--- config.mk ---
export PLATFORM = sky130hd
export DESIGN_NAME = pipe_stage_regs_flat
export DESIGN_NICKNAME = d
export VERILOG_FILES = /design/src/rtl/pipe_stage_regs_if.sv /design/src/rtl/pipe_stage_regs.sv /design/src/flat_wrapper.sv
export SDC_FILE = /design/constraint.sdc
export NUM_CORES = 1
export LEC_CHECK = 0
export CORE_AREA = 2 2 183 185
export CTS_BUF_LIST = sky130_fd_sc_hd__clkbuf_8
export CTS_CLUSTER_DIAMETER = 200
export DETAILED_ROUTE_END_ITERATION = 8
export DIE_AREA = 0 0 185 187
export PLACE_DENSITY = 0.63
export RECOVER_POWER = 25
export SYNTH_ARGS = -nofsm -noshare
export SYNTH_HDL_FRONTEND = slang
export SYNTH_SLANG_ARGS = --single-unit
--- constraint.sdc ---
create_clock -name clk -period 9.7 [get_ports clk]
set_clock_uncertainty 0.15 [all_clocks]
set_input_delay 1.455 -clock clk [delete_from_list [all_inputs] [get_ports clk]]
set_output_delay 1.455 -clock clk [all_outputs]
set_load 0.02 [all_outputs]
--- src/rtl/pipe_stage_regs_if.sv ---
// Fetch/decode/execute pipeline register bus.
// master drives the F/D-side inputs and hazard controls; slave is the register block.
interface pipe_stage_regs_if #(
  parameter int unsigned DATA_W = 32,
  parameter int unsigned REG_W  = 5,
  parameter int unsigned CTRL_W = 8
);
  // fetch-side inputs
  logic [DATA_W-1:0] PCNextF;
  logic [DATA_W-1:0] InstrF;
  // hazard unit controls
  logic              StallF;
  logic              StallD;
  logic              FlushD;
  logic              FlushE;
  // decode-side inputs
  logic [CTRL_W-1:0] CtrlD;
  logic [DATA_W-1:0] RD1D;
  logic [DATA_W-1:0] RD2D;
  logic [REG_W-1:0]  RsD;
  logic [REG_W-1:0]  RtD;
  logic [REG_W-1:0]  RdD;
  logic [DATA_W-1:0] SignImmD;
  // registered outputs
  logic [DATA_W-1:0] PCF;
  logic [DATA_W-1:0] InstrD;
  logic [DATA_W-1:0] PCPlus4D;
  logic              ValidD;
  logic [CTRL_W-1:0] CtrlE;
  logic [DATA_W-1:0] RD1E;
  logic [DATA_W-1:0] RD2E;
  logic [REG_W-1:0]  RsE;
  logic [REG_W-1:0]  RtE;
  logic [REG_W-1:0]  RdE;
  logic [DATA_W-1:0] SignImmE;
  logic              ValidE;
  logic [31:0]       StallCnt;
  logic [31:0]       FlushCnt;

  modport master (
    output PCNextF, InstrF, StallF, StallD, FlushD, FlushE,
           CtrlD, RD1D, RD2D, RsD, RtD, RdD, SignImmD,
    input  PCF, InstrD, PCPlus4D, ValidD, CtrlE, RD1E, RD2E,
           RsE, RtE, RdE, SignImmE, ValidE, StallCnt, FlushCnt
  );

  modport slave (
    input  PCNextF, InstrF, StallF, StallD, FlushD, FlushE,
           CtrlD, RD1D, RD2D, RsD, RtD, RdD, SignImmD,
    output PCF, InstrD, PCPlus4D, ValidD, CtrlE, RD1E, RD2E,
           RsE, RtE, RdE, SignImmE, ValidE, StallCnt, FlushCnt
  );
endinterface

--- src/rtl/pipe_stage_regs.sv ---
// PC register, IF/ID and ID/EX pipeline registers of the 5-stage MIPS core.
// Valid tags mark real instructions versus bubbles through D and E.
// Optional hazard statistics counters are built when HAZARD_STATS_EN is defined;
// otherwise StallCnt/FlushCnt are tied to zero.
module pipe_stage_regs #(
  parameter int unsigned        DATA_W   = 32,
  parameter int unsigned        REG_W    = 5,
  parameter int unsigned        CTRL_W   = 8,
  parameter logic [DATA_W-1:0]  RESET_PC = '0
) (
  input  logic               clk,
  input  logic               reset,
  pipe_stage_regs_if.slave   bus
);

  localparam int unsigned CNT_W = 32;

  logic [DATA_W-1:0] pcf_q, pcf_d;
  logic [DATA_W-1:0] id_instr_q, id_instr_d;
  logic [DATA_W-1:0] id_pc4_q, id_pc4_d;
  logic              id_valid_q, id_valid_d;
  logic [CTRL_W-1:0] ex_ctrl_q, ex_ctrl_d;
  logic [DATA_W-1:0] ex_rd1_q, ex_rd1_d;
  logic [DATA_W-1:0] ex_rd2_q, ex_rd2_d;
  logic [REG_W-1:0]  ex_rs_q, ex_rs_d;
  logic [REG_W-1:0]  ex_rt_q, ex_rt_d;
  logic [REG_W-1:0]  ex_rd_q, ex_rd_d;
  logic [DATA_W-1:0] ex_imm_q, ex_imm_d;
  logic              ex_valid_q, ex_valid_d;

  // Next-state for PC, IF/ID and ID/EX; stall beats flush in D, E is never held.
  always_comb begin
    pcf_d      = pcf_q;
    id_instr_d = id_instr_q;
    id_pc4_d   = id_pc4_q;
    id_valid_d = id_valid_q;

    if (!bus.StallF) begin
      pcf_d = bus.PCNextF;
    end

    if (!bus.StallD) begin
      if (bus.FlushD) begin
        id_instr_d = '0;
        id_pc4_d   = '0;
        id_valid_d = 1'b0;
      end else begin
        id_instr_d = bus.InstrF;
        id_pc4_d   = pcf_q + DATA_W'(4);
        id_valid_d = 1'b1;
      end
    end

    if (bus.FlushE) begin
      ex_ctrl_d  = '0;
      ex_rd1_d   = '0;
      ex_rd2_d   = '0;
      ex_rs_d    = '0;
      ex_rt_d    = '0;
      ex_rd_d    = '0;
      ex_imm_d   = '0;
      ex_valid_d = 1'b0;
    end else begin
      ex_ctrl_d  = bus.CtrlD;
      ex_rd1_d   = bus.RD1D;
      ex_rd2_d   = bus.RD2D;
      ex_rs_d    = bus.RsD;
      ex_rt_d    = bus.RtD;
      ex_rd_d    = bus.RdD;
      ex_imm_d   = bus.SignImmD;
      ex_valid_d = id_valid_q;
    end
  end

  // Pipeline state registers; reset clears everything immediately.
  always_ff @(posedge clk or posedge reset) begin
    if (reset) begin
      pcf_q      <= RESET_PC;
      id_instr_q <= '0;
      id_pc4_q   <= '0;
      id_valid_q <= 1'b0;
      ex_ctrl_q  <= '0;
      ex_rd1_q   <= '0;
      ex_rd2_q   <= '0;
      ex_rs_q    <= '0;
      ex_rt_q    <= '0;
      ex_rd_q    <= '0;
      ex_imm_q   <= '0;
      ex_valid_q <= 1'b0;
    end else begin
      pcf_q      <= pcf_d;
      id_instr_q <= id_instr_d;
      id_pc4_q   <= id_pc4_d;
      id_valid_q <= id_valid_d;
      ex_ctrl_q  <= ex_ctrl_d;
      ex_rd1_q   <= ex_rd1_d;
      ex_rd2_q   <= ex_rd2_d;
      ex_rs_q    <= ex_rs_d;
      ex_rt_q    <= ex_rt_d;
      ex_rd_q    <= ex_rd_d;
      ex_imm_q   <= ex_imm_d;
      ex_valid_q <= ex_valid_d;
    end
  end

`ifdef HAZARD_STATS_EN
  logic [CNT_W-1:0] stall_cnt_q, stall_cnt_d;
  logic [CNT_W-1:0] flush_cnt_q, flush_cnt_d;

  // Saturating stall/flush event counters.
  always_comb begin
    stall_cnt_d = stall_cnt_q;
    flush_cnt_d = flush_cnt_q;
    if (bus.StallD && (stall_cnt_q != '1)) begin
      stall_cnt_d = stall_cnt_q + CNT_W'(1);
    end
    if ((bus.FlushE || (bus.FlushD && !bus.StallD)) && (flush_cnt_q != '1)) begin
      flush_cnt_d = flush_cnt_q + CNT_W'(1);
    end
  end

  // Counter registers.
  always_ff @(posedge clk or posedge reset) begin
    if (reset) begin
      stall_cnt_q <= '0;
      flush_cnt_q <= '0;
    end else begin
      stall_cnt_q <= stall_cnt_d;
      flush_cnt_q <= flush_cnt_d;
    end
  end

  assign bus.StallCnt = stall_cnt_q;
  assign bus.FlushCnt = flush_cnt_q;
`else
  assign bus.StallCnt = CNT_W'(0);
  assign bus.FlushCnt = CNT_W'(0);
`endif

  assign bus.PCF      = pcf_q;
  assign bus.InstrD   = id_instr_q;
  assign bus.PCPlus4D = id_pc4_q;
  assign bus.ValidD   = id_valid_q;
  assign bus.CtrlE    = ex_ctrl_q;
  assign bus.RD1E     = ex_rd1_q;
  assign bus.RD2E     = ex_rd2_q;
  assign bus.RsE      = ex_rs_q;
  assign bus.RtE      = ex_rt_q;
  assign bus.RdE      = ex_rd_q;
  assign bus.SignImmE = ex_imm_q;
  assign bus.ValidE   = ex_valid_q;

endmodule

--- src/flat_wrapper.sv ---
// flat-port wrapper written by rule: the top's interface ports become plain ports
module pipe_stage_regs_flat 
#(
  parameter int unsigned        DATA_W   = 32,
  parameter int unsigned        REG_W    = 5,
  parameter int unsigned        CTRL_W   = 8,
  parameter logic [DATA_W-1:0]  RESET_PC = '0
)
  (clk, reset, bus_PCNextF, bus_InstrF, bus_StallF, bus_StallD, bus_FlushD, bus_FlushE, bus_CtrlD, bus_RD1D, bus_RD2D, bus_RsD, bus_RtD, bus_RdD, bus_SignImmD, bus_PCF, bus_InstrD, bus_PCPlus4D, bus_ValidD, bus_CtrlE, bus_RD1E, bus_RD2E, bus_RsE, bus_RtE, bus_RdE, bus_SignImmE, bus_ValidE, bus_StallCnt, bus_FlushCnt);
  pipe_stage_regs_if #(.DATA_W(DATA_W), .REG_W(REG_W), .CTRL_W(CTRL_W)) bus_i ();
  input  logic clk;
  input  logic reset;
  input wire logic [$bits(bus_i.PCNextF)-1:0] bus_PCNextF;
  input wire logic [$bits(bus_i.InstrF)-1:0] bus_InstrF;
  input wire logic [$bits(bus_i.StallF)-1:0] bus_StallF;
  input wire logic [$bits(bus_i.StallD)-1:0] bus_StallD;
  input wire logic [$bits(bus_i.FlushD)-1:0] bus_FlushD;
  input wire logic [$bits(bus_i.FlushE)-1:0] bus_FlushE;
  input wire logic [$bits(bus_i.CtrlD)-1:0] bus_CtrlD;
  input wire logic [$bits(bus_i.RD1D)-1:0] bus_RD1D;
  input wire logic [$bits(bus_i.RD2D)-1:0] bus_RD2D;
  input wire logic [$bits(bus_i.RsD)-1:0] bus_RsD;
  input wire logic [$bits(bus_i.RtD)-1:0] bus_RtD;
  input wire logic [$bits(bus_i.RdD)-1:0] bus_RdD;
  input wire logic [$bits(bus_i.SignImmD)-1:0] bus_SignImmD;
  output wire logic [$bits(bus_i.PCF)-1:0] bus_PCF;
  output wire logic [$bits(bus_i.InstrD)-1:0] bus_InstrD;
  output wire logic [$bits(bus_i.PCPlus4D)-1:0] bus_PCPlus4D;
  output wire logic [$bits(bus_i.ValidD)-1:0] bus_ValidD;
  output wire logic [$bits(bus_i.CtrlE)-1:0] bus_CtrlE;
  output wire logic [$bits(bus_i.RD1E)-1:0] bus_RD1E;
  output wire logic [$bits(bus_i.RD2E)-1:0] bus_RD2E;
  output wire logic [$bits(bus_i.RsE)-1:0] bus_RsE;
  output wire logic [$bits(bus_i.RtE)-1:0] bus_RtE;
  output wire logic [$bits(bus_i.RdE)-1:0] bus_RdE;
  output wire logic [$bits(bus_i.SignImmE)-1:0] bus_SignImmE;
  output wire logic [$bits(bus_i.ValidE)-1:0] bus_ValidE;
  output wire logic [$bits(bus_i.StallCnt)-1:0] bus_StallCnt;
  output wire logic [$bits(bus_i.FlushCnt)-1:0] bus_FlushCnt;
  assign bus_i.PCNextF = bus_PCNextF;
  assign bus_i.InstrF = bus_InstrF;
  assign bus_i.StallF = bus_StallF;
  assign bus_i.StallD = bus_StallD;
  assign bus_i.FlushD = bus_FlushD;
  assign bus_i.FlushE = bus_FlushE;
  assign bus_i.CtrlD = bus_CtrlD;
  assign bus_i.RD1D = bus_RD1D;
  assign bus_i.RD2D = bus_RD2D;
  assign bus_i.RsD = bus_RsD;
  assign bus_i.RtD = bus_RtD;
  assign bus_i.RdD = bus_RdD;
  assign bus_i.SignImmD = bus_SignImmD;
  assign bus_PCF = bus_i.PCF;
  assign bus_InstrD = bus_i.InstrD;
  assign bus_PCPlus4D = bus_i.PCPlus4D;
  assign bus_ValidD = bus_i.ValidD;
  assign bus_CtrlE = bus_i.CtrlE;
  assign bus_RD1E = bus_i.RD1E;
  assign bus_RD2E = bus_i.RD2E;
  assign bus_RsE = bus_i.RsE;
  assign bus_RtE = bus_i.RtE;
  assign bus_RdE = bus_i.RdE;
  assign bus_SignImmE = bus_i.SignImmE;
  assign bus_ValidE = bus_i.ValidE;
  assign bus_StallCnt = bus_i.StallCnt;
  assign bus_FlushCnt = bus_i.FlushCnt;
  pipe_stage_regs #(.DATA_W(DATA_W), .REG_W(REG_W), .CTRL_W(CTRL_W), .RESET_PC(RESET_PC)) u_core (.clk(clk), .reset(reset), .bus(bus_i));
endmodule
* After elaboration in Yosys (flattened, before gate mapping)
Index checks and enable logic that the tools add are counted.
W data, S select, Z words.
** Storage, ports and cells
- Input port bits :: 189
- Register bits after elaboration :: 217
- Output and inout bits :: 281
** Operators by class
- Add/subtract/negate cells :: 1
- Multiplexer cells :: 11
** Operator list (count)
- $mux W32 :: 5
- $add A32 B3 Y32 const B :: 1
- $mux W5 :: 3
- $mux W8 :: 1
- $mux W1 :: 2

* Depth between registers and ports, before layout
- Word-level depth :: 2
- Gate-level depth with buffers :: 7
- Mapped depth without buffers :: 5

* Worst setup path before layout
No wires, ideal clock.
- Path type :: input to register
- Start point :: input bus_StallD
- End point :: register u_core.id_pc4_q[24], in the netlist u_core.bus.PCPlus4D[24]
- Stages on the path :: 6
- Library setup time :: 0.126 ns
- Arrival :: 2.624 ns
- Buffers on the path :: 3
- Setup slack :: 6.800 ns
- Cell sequence :: clkbuf_1 or2_1 clkbuf_1 clkbuf_1 nor2_1 a221o_1
** RTL lines
- start: declaration :: RTL line flat_wrapper.sv:16 : input wire logic [$bits(bus_i.StallD)-1:0] bus_StallD;
- end signal: assignment :: RTL line pipe_stage_regs.sv:93 : id_pc4_q <= id_pc4_d;
- end: declaration :: RTL line pipe_stage_regs.sv:20 : logic [DATA_W-1:0] id_pc4_q, id_pc4_d;

* Worst setup path in the final report
- Start point :: input bus_FlushE
- End point :: register u_core.ex_rd2_q[21], in the netlist u_core.bus.RD2E[21]
** On the way
- Word-level cells in the longest chain between the ends :: 1
** Ends and longest elaborated chain
- start: declaration :: RTL line flat_wrapper.sv:18 : input wire logic [$bits(bus_i.FlushE)-1:0] bus_FlushE;
- $mux W32 :: RTL line pipe_stage_regs.sv:54 : if (bus.FlushE) begin
- via u_core.ex_rd2_d[21] :: RTL line pipe_stage_regs.sv:24 : logic [DATA_W-1:0] ex_rd2_q, ex_rd2_d;
- end signal: assignment :: RTL line pipe_stage_regs.sv:97 : ex_rd2_q <= ex_rd2_d;
- end: declaration :: RTL line pipe_stage_regs.sv:24
The timed path passes the listed nets, and every way through them passes these cells.
A chain may end at the register's enable or synchronous reset.

==> impl_results.md <==
- Status: finished with violations
- Failing checks: capacitance limit, slew limit
- PD cells: 172 mW/mm^2
- Crit path max-delay family: buffers and inverters
- Top_reg_cell synth: dfrtp_1
- Finished Layout Cells: 1566
- HP Class: flip-flop to flip-flop
- Gr ovfl total: 0
- Final routed DRC violation total: 0
- CTS Buf Count: 41
- Share of layout cells above drive strength 1: 0.0877
- Setup Crit Path Kind: input port to flip-flop
- Mux cell area share after synthesis: 0.0425
- Post-CTS sizing: 0
- Total Routed Length: 25.6 mm
- Max Cap Viol: 4
- Worst EP arrival: 5.41 ns
- Critical path required time: 9.77 ns
- Initial antenna violation count: 0
- Most used cell, CP: clkbuf_1
- Register bit total from synthesis: 217
- Tot Pwr: 0.00232 W
- Area delta synth->final: 59.5%
- Via Count: 6452
- Crit path cell chain: clkbuf_1 > clkbuf_1 > nor2b_1
- Buf/Inv on CP: 2
- Crit path capture type: flip-flop
- Post-synthesis sequential area ratio: 0.640
- CTS tree: built
- DRT antenna net count: 0
- Die W: 185 um
- Largest net degree at the start of global routing: 96
- Leakage: 5.86 nW
- CP peak stage delay: 2.79 ns
- Row count: 67
- Fin crit share: 0.551
- Die area: 0.0346 sq mm
- Fmax: 187 MHz
- Sink Count: 217
- Nets: 1282
- Avg Cell Area, Syn: 12.6 sq um
- Crit path max-delay cell type: clkbuf_1
- First-pass GRT wire length: 38.7 mm
- CTS hold repair buffers: 0
- Netlist cell types: 43
- EDFF count, synth: 0
- Largest fanout on the critical path: 95
- CTS clk-pin slew, worst paths: 0.06 ns
- Yosys warns: 0
- VDD IR max: 0.0922 mV
- I/O pin total: 470
- Largest family of logic cells by synthesized area: simple AND/OR/NAND/NOR gates
- Final min period: 5.34 ns
- Post-synthesis xor/xnor area fraction: 0.0145
- Mapped cell area: 0.00848 sq mm
- Longest Clk Path Bufs: 3
- Port bufs: 405
- RD Place Congestion: 0.760
- 1st-iter DRT viols: 264
- Worst-Skew Late Latency: 0.54 ns
- CP startpoint kind: input port
- Fin Setup TNS: 0 ns
- # setup viols final: 0
- Wire per inst: 16.4 um
- Final hold vios: 0
- CTS Root Cell: clkbuf_8
- Simple-Gate Fraction of Synth Area: 0.157
- Initial Util: 0.258
- Hold WS: 0.338 ns
- Asr flop ratio synth: 1.00
- Max_slew headroom: -1.86
- Gate Count Post-Synth: 673
- Post-Synth Adder-Cell Area: 0.00148
- Post-DP HPWL: 18.4 mm
- Mean number of vias per cell: 4.12
- DR pass1 iterations: 6
- Slew @ Worst Pin: 4.27 ns
- Vias in the first global route: 6759
- Fin. max-slew vios: 294
- Placed insts: 1497
- Die H: 187 um
- GRT Overall Usage: 0.145
- Antenna cells: 0
- Core area: 0.0329 sq mm
- Synth Area in Compound Gates: 0.0692
- H-Tree Depth: 2
- Unrepaired setup endpoints after global routing: false
- Setup repair bufs after CTS: 0
[cells by family (layout without fill, tap and decap cells)]
| logic type | after synthesis | count (layout) |
|---|---|---|
| xor gates and xnor gates | 14 | 14 |
| DFF | 217 | 217 |
| and+or+nand+nor | 229 | 229 |
| adders and majority gates | 1 | 1 |
| muxes | 32 | 32 |
| other | 1 | 64 |
| AOI/OAI and AO/OA | 76 | 76 |
| buffers and inverters | 103 | 485 |
[cell type report]
type	instances	area, sq um
tap	448	561
clock buffer	46	633
multi-input combinational	416	2670
sequential	217	5430
inverter	6	23.8
clock inverter	23	149
fill	3149	19300
timing repair buffer	410	4070
[power by group]
group / switching (W) / total [W] / internal [W]
clock: 0.000379 / 0.000863 / 0.000484
combinational: 0.000216 / 0.000440 / 0.000224
sequential: 0.0000502 / 0.00102 / 0.000971
total: 0.000645 / 0.00232 / 0.00168
[worst paths after layout]
path                                              start                       to  slack, ns  cells after the start
worst max-delay path                         bus_FlushE      u_core.bus.RD2E[21]       4.36                      3
min in group asynchronous                         reset      u_core.bus.CtrlE[7]       2.50                      2
worst max register to register       u_core.bus.PCF[17]  u_core.bus.PCPlus4D[31]       7.50                      4
worst min register to register  u_core.bus.PCPlus4D[20]  u_core.bus.PCPlus4D[20]       0.34                      2
max in group asynchronous                         reset      u_core.bus.RD2E[13]       4.53                      3
worst min-delay path            u_core.bus.PCPlus4D[20]  u_core.bus.PCPlus4D[20]       0.34                      2
[state kept, by name, indices dropped and copies added, names as in the netlist, 5 cells and up]
name and cells:
u_core.bus.RdE 5, u_core.bus.RsE 5, u_core.bus.CtrlE 8, u_core.bus.RtE 5, u_core.bus.SignImmE 32, u_core.bus.PCPlus4D 32
u_core.bus.InstrD 32, u_core.bus.RD1E 32, u_core.bus.RD2E 32, u_core.bus.PCF 32
[metrics by stage]
step	setup WS, ns	instance area [sq um]	util
4_1_cts	6.26	13500	0.412
5_1_grt	3.68	13500	0.412
3_3_place_gp	5.71	12800	0.388
2_1_floorplan	2.16	8720	-
3_5_place_dp	5.71	12800	0.388
6_report	4.36	13500	0.412
[layer usage]
metal | vias up | global-route usage | wire length (um)
met1 | 3121 | 0.168 | 9760
met4 | 0 | 0.0491 | 683
met3 | 49 | 0.0646 | 2850
met2 | 297 | 0.237 | 12400
met5 | - | 0 | 0
li1 | 2985 | - | -
[Yosys cell counts (3+ instances only)]
master,count,area share
nor3_1,5,0.0030
a21oi_1,3,0.0018
xnor2_1,13,0.013
a221o_1,4,0.0047
o21ai_0,12,0.0071
a32oi_1,3,0.0031
a31oi_1,3,0.0022
nand2_1,38,0.017
buf_4,64,0.057
nor4_1,4,0.0030
a22o_1,35,0.036
clkbuf_1,26,0.012
o211ai_1,5,0.0044
and4_1,3,0.0031
mux2_2,32,0.042
nand4_1,11,0.0081
nor2b_1,120,0.089
dfrtp_1,217,0.64
and3_1,5,0.0037
inv_1,6,0.0027
buf_1,6,0.0027
nand3_1,12,0.0071
nor2_1,18,0.0080
[cell usage in the layout (no fill, tap or decap), types with 3 or more instances in the layout]
master / n
nand3_1: 12
clkbuf_8: 46
a32oi_1: 3
clkinv_2: 4
mux2_2: 32
a22o_1: 35
and3_1: 5
dfrtp_1: 217
o211ai_1: 5
nand2_1: 38
nor3_1: 5
a31oi_1: 3
buf_4: 3
clkbuf_1: 4
and4_1: 3
nor2_1: 17
conb_1: 64
nor4_1: 4
a21oi_1: 3
xnor2_1: 13
clkdlybuf4s50_1: 401
o21ai_0: 12
inv_1: 21
nor2b_1: 120
nand4_1: 11
a221o_1: 4
[worst reg2reg max path, cell delays in order (launching register included)]
cell and delay, ns:
dfrtp_1 0.53, nand4_1 0.24, nor3_1 0.67, a21oi_1 0.14, or3_1 0.35
(Power assumes the default switching activity.)
